File: src/rtl/alu_issue_if.sv
`default_nettype none
// ============================================================================
// Module      : alu_issue_if
// Description : Handshake and operand bus between register read, the ALU
//               issue stage and the execute stage.
// Revision    : 1.0 - initial release
// ============================================================================
interface alu_issue_if #(
    parameter int XLEN = 32
);
    // Upstream side: decoded instruction plus operand data
    logic            flush;
    logic            in_valid;
    logic            in_ready;
    logic [31:0]     instr;
    logic [XLEN-1:0] pc;
    logic [XLEN-1:0] rs1_data;
    logic [XLEN-1:0] rs2_data;

    // Downstream side: ALU operands and control
    logic            out_valid;
    logic            out_ready;
    logic [XLEN-1:0] op1;
    logic [XLEN-1:0] op2;
    logic [2:0]      funct3;
    logic            is_sub_sra;
    logic [4:0]      rd;
    logic            rd_we;
    logic            illegal;

    // The issue stage itself
    modport slave (
        input  flush, in_valid, instr, pc, rs1_data, rs2_data, out_ready,
        output in_ready, out_valid, op1, op2, funct3, is_sub_sra, rd, rd_we, illegal
    );

    // The environment driving and consuming the issue stage
    modport master (
        output flush, in_valid, instr, pc, rs1_data, rs2_data, out_ready,
        input  in_ready, out_valid, op1, op2, funct3, is_sub_sra, rd, rd_we, illegal
    );
endinterface
`default_nettype wire

File: src/rtl/alu_issue.sv
`default_nettype none
// ============================================================================
// Module      : alu_issue
// Description : RV32I integer issue stage. Decodes OP / OP-IMM / LUI / AUIPC,
//               forms ALU operands and control, and buffers them in a
//               2-entry skid buffer (main M + skid S) with valid/ready on
//               both sides. in_ready depends only on registered state.
// Revision    : 1.0 - initial release
// ============================================================================
module alu_issue #(
    parameter int XLEN = 32
) (
    input  wire logic   clk,
    input  wire logic   rst,
    alu_issue_if.slave  bus
);

    localparam logic [6:0] c_OPC_OP     = 7'b0110011;
    localparam logic [6:0] c_OPC_OP_IMM = 7'b0010011;
    localparam logic [6:0] c_OPC_LUI    = 7'b0110111;
    localparam logic [6:0] c_OPC_AUIPC  = 7'b0010111;
    localparam logic [6:0] c_F7_ZERO    = 7'b0000000;
    localparam logic [6:0] c_F7_ALT     = 7'b0100000;

    typedef struct packed {
        logic [XLEN-1:0] op1;
        logic [XLEN-1:0] op2;
        logic [2:0]      funct3;
        logic            is_sub_sra;
        logic [4:0]      rd;
        logic            rd_we;
        logic            illegal;
    } entry_t;

    typedef enum logic [1:0] {
        ST_EMPTY = 2'd0,
        ST_ONE   = 2'd1,
        ST_FULL  = 2'd2
    } state_t;

    state_t r_state;
    state_t w_state_nxt;

    entry_t r_main;
    entry_t r_skid;
    entry_t w_dec;

    logic w_accept;
    logic w_fire;
    logic w_load_main_in;
    logic w_load_main_skid;
    logic w_load_skid;
    logic w_clear;

    logic [6:0]      w_opcode;
    logic [2:0]      w_f3;
    logic [6:0]      w_f7;
    logic [XLEN-1:0] w_imm_i;
    logic [XLEN-1:0] w_imm_u;
    logic [XLEN-1:0] w_shamt;
    logic            w_legal;
    logic            w_unused;

    // Instruction fields and immediates
    assign w_opcode = bus.instr[6:0];
    assign w_f3     = bus.instr[14:12];
    assign w_f7     = bus.instr[31:25];
    assign w_imm_i  = {{(XLEN-12){bus.instr[31]}}, bus.instr[31:20]};
    assign w_imm_u  = XLEN'({bus.instr[31:12], 12'b0});
    assign w_shamt  = {{(XLEN-5){1'b0}}, bus.instr[24:20]};

    // rs1 index is resolved by register read; this stage only sees its data
    assign w_unused = ^bus.instr[19:15];

    // Decode the incoming instruction into an ALU entry
    always_comb begin
        w_dec            = '0;
        w_legal          = 1'b0;
        w_dec.op1        = '0;
        w_dec.op2        = '0;
        w_dec.funct3     = 3'b000;
        w_dec.is_sub_sra = 1'b0;
        unique case (w_opcode)
            c_OPC_OP: begin
                w_dec.op1        = bus.rs1_data;
                w_dec.op2        = bus.rs2_data;
                w_dec.funct3     = w_f3;
                w_dec.is_sub_sra = bus.instr[30];
                // Alternate funct7 only selects SUB (000) or SRA (101)
                w_legal = (w_f7 == c_F7_ZERO) ||
                          ((w_f7 == c_F7_ALT) && ((w_f3 == 3'b000) || (w_f3 == 3'b101)));
            end
            c_OPC_OP_IMM: begin
                w_dec.op1    = bus.rs1_data;
                w_dec.funct3 = w_f3;
                if (w_f3 == 3'b001) begin
                    w_dec.op2 = w_shamt;
                    w_legal   = (w_f7 == c_F7_ZERO);
                end else if (w_f3 == 3'b101) begin
                    w_dec.op2        = w_shamt;
                    w_dec.is_sub_sra = bus.instr[30];
                    w_legal          = (w_f7 == c_F7_ZERO) || (w_f7 == c_F7_ALT);
                end else begin
                    w_dec.op2 = w_imm_i;
                    w_legal   = 1'b1;
                end
            end
            c_OPC_LUI: begin
                w_dec.op2 = w_imm_u;
                w_legal   = 1'b1;
            end
            c_OPC_AUIPC: begin
                w_dec.op1 = bus.pc;
                w_dec.op2 = w_imm_u;
                w_legal   = 1'b1;
            end
            default: begin
                w_legal = 1'b0;
            end
        endcase

        if (w_legal) begin
            w_dec.rd      = bus.instr[11:7];
            w_dec.rd_we   = 1'b1;
            w_dec.illegal = 1'b0;
        end else begin
            // Illegal entries carry no operands, only the illegal flag
            w_dec         = '0;
            w_dec.illegal = 1'b1;
        end
    end

    // Handshake qualifiers; in_ready comes straight from the state register
    assign bus.in_ready  = (r_state != ST_FULL);
    assign bus.out_valid = (r_state != ST_EMPTY);
    assign w_accept      = bus.in_valid & bus.in_ready;
    assign w_fire        = bus.out_valid & bus.out_ready;

    // Buffer state register
    always_ff @(posedge clk) begin
        if (rst) begin
            r_state <= ST_EMPTY;
        end else begin
            r_state <= w_state_nxt;
        end
    end

    // Next-state and data-movement selection; flush wins over accept/fire
    always_comb begin
        w_state_nxt      = r_state;
        w_load_main_in   = 1'b0;
        w_load_main_skid = 1'b0;
        w_load_skid      = 1'b0;
        w_clear          = 1'b0;
        if (bus.flush) begin
            w_state_nxt = ST_EMPTY;
            w_clear     = 1'b1;
        end else begin
            unique case (r_state)
                ST_EMPTY: begin
                    if (w_accept) begin
                        w_state_nxt    = ST_ONE;
                        w_load_main_in = 1'b1;
                    end
                end
                ST_ONE: begin
                    if (w_accept && w_fire) begin
                        w_load_main_in = 1'b1;
                    end else if (w_accept) begin
                        w_state_nxt = ST_FULL;
                        w_load_skid = 1'b1;
                    end else if (w_fire) begin
                        w_state_nxt = ST_EMPTY;
                    end
                end
                ST_FULL: begin
                    if (w_fire) begin
                        w_state_nxt      = ST_ONE;
                        w_load_main_skid = 1'b1;
                    end
                end
                default: begin
                    w_state_nxt = ST_EMPTY;
                    w_clear     = 1'b1;
                end
            endcase
        end
    end

    // Main and skid entry storage
    always_ff @(posedge clk) begin
        if (rst || w_clear) begin
            r_main <= '0;
            r_skid <= '0;
        end else begin
            if (w_load_main_in) begin
                r_main <= w_dec;
            end else if (w_load_main_skid) begin
                r_main <= r_skid;
            end
            if (w_load_skid) begin
                r_skid <= w_dec;
            end
        end
    end

    // All issued fields come from the main register
    assign bus.op1        = r_main.op1;
    assign bus.op2        = r_main.op2;
    assign bus.funct3     = r_main.funct3;
    assign bus.is_sub_sra = r_main.is_sub_sra;
    assign bus.rd         = r_main.rd;
    assign bus.rd_we      = r_main.rd_we;
    assign bus.illegal    = r_main.illegal;

endmodule
`default_nettype wire

File: src/flat_wrapper.sv
// flat-port wrapper written by rule: the top's interface ports become plain ports
module alu_issue_flat 
#(
    parameter int XLEN = 32
)
  (clk, rst, bus_flush, bus_in_valid, bus_instr, bus_pc, bus_rs1_data, bus_rs2_data, bus_out_ready, bus_in_ready, bus_out_valid, bus_op1, bus_op2, bus_funct3, bus_is_sub_sra, bus_rd, bus_rd_we, bus_illegal);
  alu_issue_if #(.XLEN(XLEN)) bus_i ();
  input  wire logic clk;
  input  wire logic rst;
  input wire logic [$bits(bus_i.flush)-1:0] bus_flush;
  input wire logic [$bits(bus_i.in_valid)-1:0] bus_in_valid;
  input wire logic [$bits(bus_i.instr)-1:0] bus_instr;
  input wire logic [$bits(bus_i.pc)-1:0] bus_pc;
  input wire logic [$bits(bus_i.rs1_data)-1:0] bus_rs1_data;
  input wire logic [$bits(bus_i.rs2_data)-1:0] bus_rs2_data;
  input wire logic [$bits(bus_i.out_ready)-1:0] bus_out_ready;
  output wire logic [$bits(bus_i.in_ready)-1:0] bus_in_ready;
  output wire logic [$bits(bus_i.out_valid)-1:0] bus_out_valid;
  output wire logic [$bits(bus_i.op1)-1:0] bus_op1;
  output wire logic [$bits(bus_i.op2)-1:0] bus_op2;
  output wire logic [$bits(bus_i.funct3)-1:0] bus_funct3;
  output wire logic [$bits(bus_i.is_sub_sra)-1:0] bus_is_sub_sra;
  output wire logic [$bits(bus_i.rd)-1:0] bus_rd;
  output wire logic [$bits(bus_i.rd_we)-1:0] bus_rd_we;
  output wire logic [$bits(bus_i.illegal)-1:0] bus_illegal;
  assign bus_i.flush = bus_flush;
  assign bus_i.in_valid = bus_in_valid;
  assign bus_i.instr = bus_instr;
  assign bus_i.pc = bus_pc;
  assign bus_i.rs1_data = bus_rs1_data;
  assign bus_i.rs2_data = bus_rs2_data;
  assign bus_i.out_ready = bus_out_ready;
  assign bus_in_ready = bus_i.in_ready;
  assign bus_out_valid = bus_i.out_valid;
  assign bus_op1 = bus_i.op1;
  assign bus_op2 = bus_i.op2;
  assign bus_funct3 = bus_i.funct3;
  assign bus_is_sub_sra = bus_i.is_sub_sra;
  assign bus_rd = bus_i.rd;
  assign bus_rd_we = bus_i.rd_we;
  assign bus_illegal = bus_i.illegal;
  alu_issue #(.XLEN(XLEN)) u_core (.clk(clk), .rst(rst), .bus(bus_i));
endmodule
File: config.mk
export PLATFORM = sky130hd
export DESIGN_NAME = alu_issue_flat
export DESIGN_NICKNAME = d
export VERILOG_FILES = /design/src/rtl/alu_issue_if.sv /design/src/rtl/alu_issue.sv /design/src/flat_wrapper.sv
export SDC_FILE = /design/constraint.sdc
export NUM_CORES = 1
export LEC_CHECK = 0
export BUFFER_PORTS_ARGS = -buffer_cell sky130_fd_sc_hd__buf_2
export CORE_UTILIZATION = 40
export DETAILED_ROUTE_END_ITERATION = 10
export PLACE_DENSITY_LB_ADDON = 0.12
export SYNTH_ARGS = -nofsm -noshare
export SYNTH_HDL_FRONTEND = slang
export SYNTH_SLANG_ARGS = --single-unit
File: constraint.sdc
create_clock -name clk -period 1.8 [get_ports clk]
set_input_delay 0.18 -clock clk [delete_from_list [all_inputs] [get_ports clk]]
set_output_delay 0.18 -clock clk [all_outputs]
set_load 0.05 [all_outputs]
==> results.ini <==
[outcome]
status = finished clean

[synthesis]
ys.flop_type = dfxtp_1
async_flop_share = 0
yosysTopAreaCell = dfxtp_1
synth_nets = 801
ys_warn_count = 0
synth_edf_count = 0
synth_top_area_share = 0.466
synth.most_common_cell = dfxtp_1
synth.distinct_cells = 53
syn_area_um2 = 6530
syn_inst = 668
syn_area_per_cell_um2 = 9.77
ys_seq_elements = 152
synthTopCellsByArea = dfxtp_1 (47%), mux2i_1 (12%), o22ai_1 (4.7%)
netlist_top_cells_count = dfxtp_1 (152), mux2i_1 (78), nand2_1 (69)
ys_seq_area_frac = 0.466

[global_route]
antenna_found_initial = 3
grt_overflow = 0
grt_first_pass_wirelength_um = 30100
grt_max_degree = 34
grt_pass1_vias = 5906
grt_use_total = 0.232

[flow_run]
maxCapViolCount = 0

[placed_design]
gp_congestion = 0.883
hpwl_um = 14000
io_buffers = 209
dpl_worst_slack_ns = -0.0539

[detailed_routing]
antenna_left = 0
via_per_inst = 5.51
routed-via-count = 6113
dr.pass1.iters = 5
wl_um = 19700
wl_per_cell_um = 17.7
drc = 0
first_iter_violations = 370

[timing]
setup_viol = 0
clock.fmax_ghz = 0.574
report.final.slew_viol_count = 0
hold_viol = 0
fin_tns_setup_ns = 0
fin_worst_skew_ns = 0.00424
setup_slack_ns = 0.0563
fin_crit_ns = 1.74
holdWs_ns = 0.0174
tightest_slew_ns = 0.868
fin_crit_sh = 0.969
slew_headroom = 0.420

[clock_network]
cts_max_level = 4
cts_buffer_depth = 2
cts-buffers-inserted = 17
clk_latency_ns = 0.42
root_buffer = clkbuf_16
path_clk_slew_ns = 0.06
cts_sinks = 152
cts_tree = built

[worst_setup_path]
cp.required_ns = 2.09
arrival_ns = 2.03
criticalPathCategory = reg2reg
critPathMaxFanout = 13
worst_setup_path_start_kind = flip-flop
rr_startpoint = u_core.r_state[0]$_SDFFE_PP0P_
end_kind = flip-flop
startpoint = u_core.r_state[0]$_SDFFE_PP0P_

[cells_and_area]
fillers = 1478
nNetsFinal = 1012
area_delta_synth_final_pct = 32.6
layout-drive-gt1-share = 0.368

[die]
die_area_um2 = 16800
die_h_um = 130
ios = 210
core-area_um2 = 15900
start_util = 0.411
core.rowCount = 46
fp.dieW_um = 130

[power]
power.density_nw_per_um2 = 844
p_leak_nw = 3.32
vdd_drop_max_mv = 0.662

[min_path]
hold_start = bus_out_ready
hold_path.class = in2reg

[what timing repair did]
action / in CTS / in global routing
setup buffers: 0 / 1
pin swaps: 0 / 1
setup endpoints to repair: 11 / 23
gates cloned: 0 / 1
endpoints found under the hold margin: 1 / 0
hold buffers: 1 / 0
gates resized for setup: 1 / 4
[cell families (layout without fill, tap and decap cells)]
| group | Yosys count | in the layout | share of synthesized area |
|---|---|---|---|
| flops | 152 | 152 | 0.466 |
| simple gates | 142 | 142 | 0.102 |
| other cells | 0 | 2 | 0 |
| compound gates | 229 | 229 | 0.258 |
| xor+xnor | 1 | 1 | 0.00134 |
| buf+inv | 64 | 288 | 0.0491 |
| mux | 80 | 80 | 0.123 |
[worst max-delay path, stage by stage, from the launching register on]
cell      delay [ns]
dfxtp_1         0.35
nand2b_4        0.17
nor3b_4         0.23
buf_12          0.15
buf_4           0.13
buf_6           0.20
mux2i_2         0.28
o22ai_2         0.09
[layer usage]
metal,wire length [µm],GRT usage,share of wire,vias up
met5,10,0,0.00051,-
met4,435,0.0992,0.022,2
met3,1180,0.0521,0.060,30
met2,9380,0.388,0.48,210
met1,8670,0.288,0.44,2920
li1,-,-,-,2951
[registers in the layout (all words and copies together), names as in the netlist]
register and cells:
u_core.r_skid 75, u_core.bus.op1 32, u_core.bus.op2 32, u_core.bus.rd 5
u_core.bus.funct3 3, u_core.r_state 2, u_core.bus.illegal 1, u_core.bus.is_sub_sra 1
u_core.bus.rd_we 1
[final timing paths]
kind	to	slack, ns	depth (start not counted)
setup / recovery	u_core.bus.op2[16]$_SDFFE_PP0P_	0.06	7
hold / removal	u_core.r_state[1]$_SDFFE_PP0P_	0.02	2
setup reg to reg	u_core.bus.op2[16]$_SDFFE_PP0P_	0.06	7
hold reg to reg	u_core.r_skid[35]$_SDFFE_PP0P_	0.45	2
[where the power goes]
| group | internal [W] | total, W | switching [W] | leakage, nW |
|---|---|---|---|---|
| Clock | 0.00201 | 0.00341 | 0.00140 | 0.279 |
| Combinational | 0.000217 | 0.000523 | 0.000305 | 1.82 |
| Sequential | 0.00337 | 0.00337 | 0.00000349 | 1.22 |
[cell type report]
class                      count  area (µm²)  area share
clock inverter                11        96.3      0.0111
inverter                       8        30.0     0.00347
tap                          216         270      0.0312
timing repair buffer         248        1510       0.175
antenna                        2        5.00    0.000578
multi-input combinational    452        3230       0.373
sequential                   152        3040       0.352
clock buffer                  21         470      0.0544
[placed cells by master, fill, tap and decap left out, types with 4 or more instances in the layout]
master	instances
a21oi_1	7
a221oi_1	19
a22oi_1	38
a31o_2	8
a32o_1	11
buf_12	12
buf_2	209
buf_4	24
clkbuf_16	18
clkinv_2	5
dfxtp_1	151
inv_1	7
mux2i_1	77
nand2_1	68
nand3_1	11
nor2_1	33
nor2_2	4
nor2b_1	4
o21ai_0	9
o21ai_1	51
o22ai_1	49
o22ai_2	11
o41ai_2	6
[metrics by stage]
step                      total power (W)  instance area (µm²)  utilization  instances
after floorplan                   0.00367                 6530            -        668
after global placement            0.00395                 8020        0.505       1073
after detailed placement          0.00396                 8020        0.505       1073
after CTS                         0.00734                 8590        0.541       1106
after global routing              0.00754                 8650        0.545       1109
final                             0.00731                 8650        0.545       1110
No activity file was read; power rests on OpenSTA's default activity.
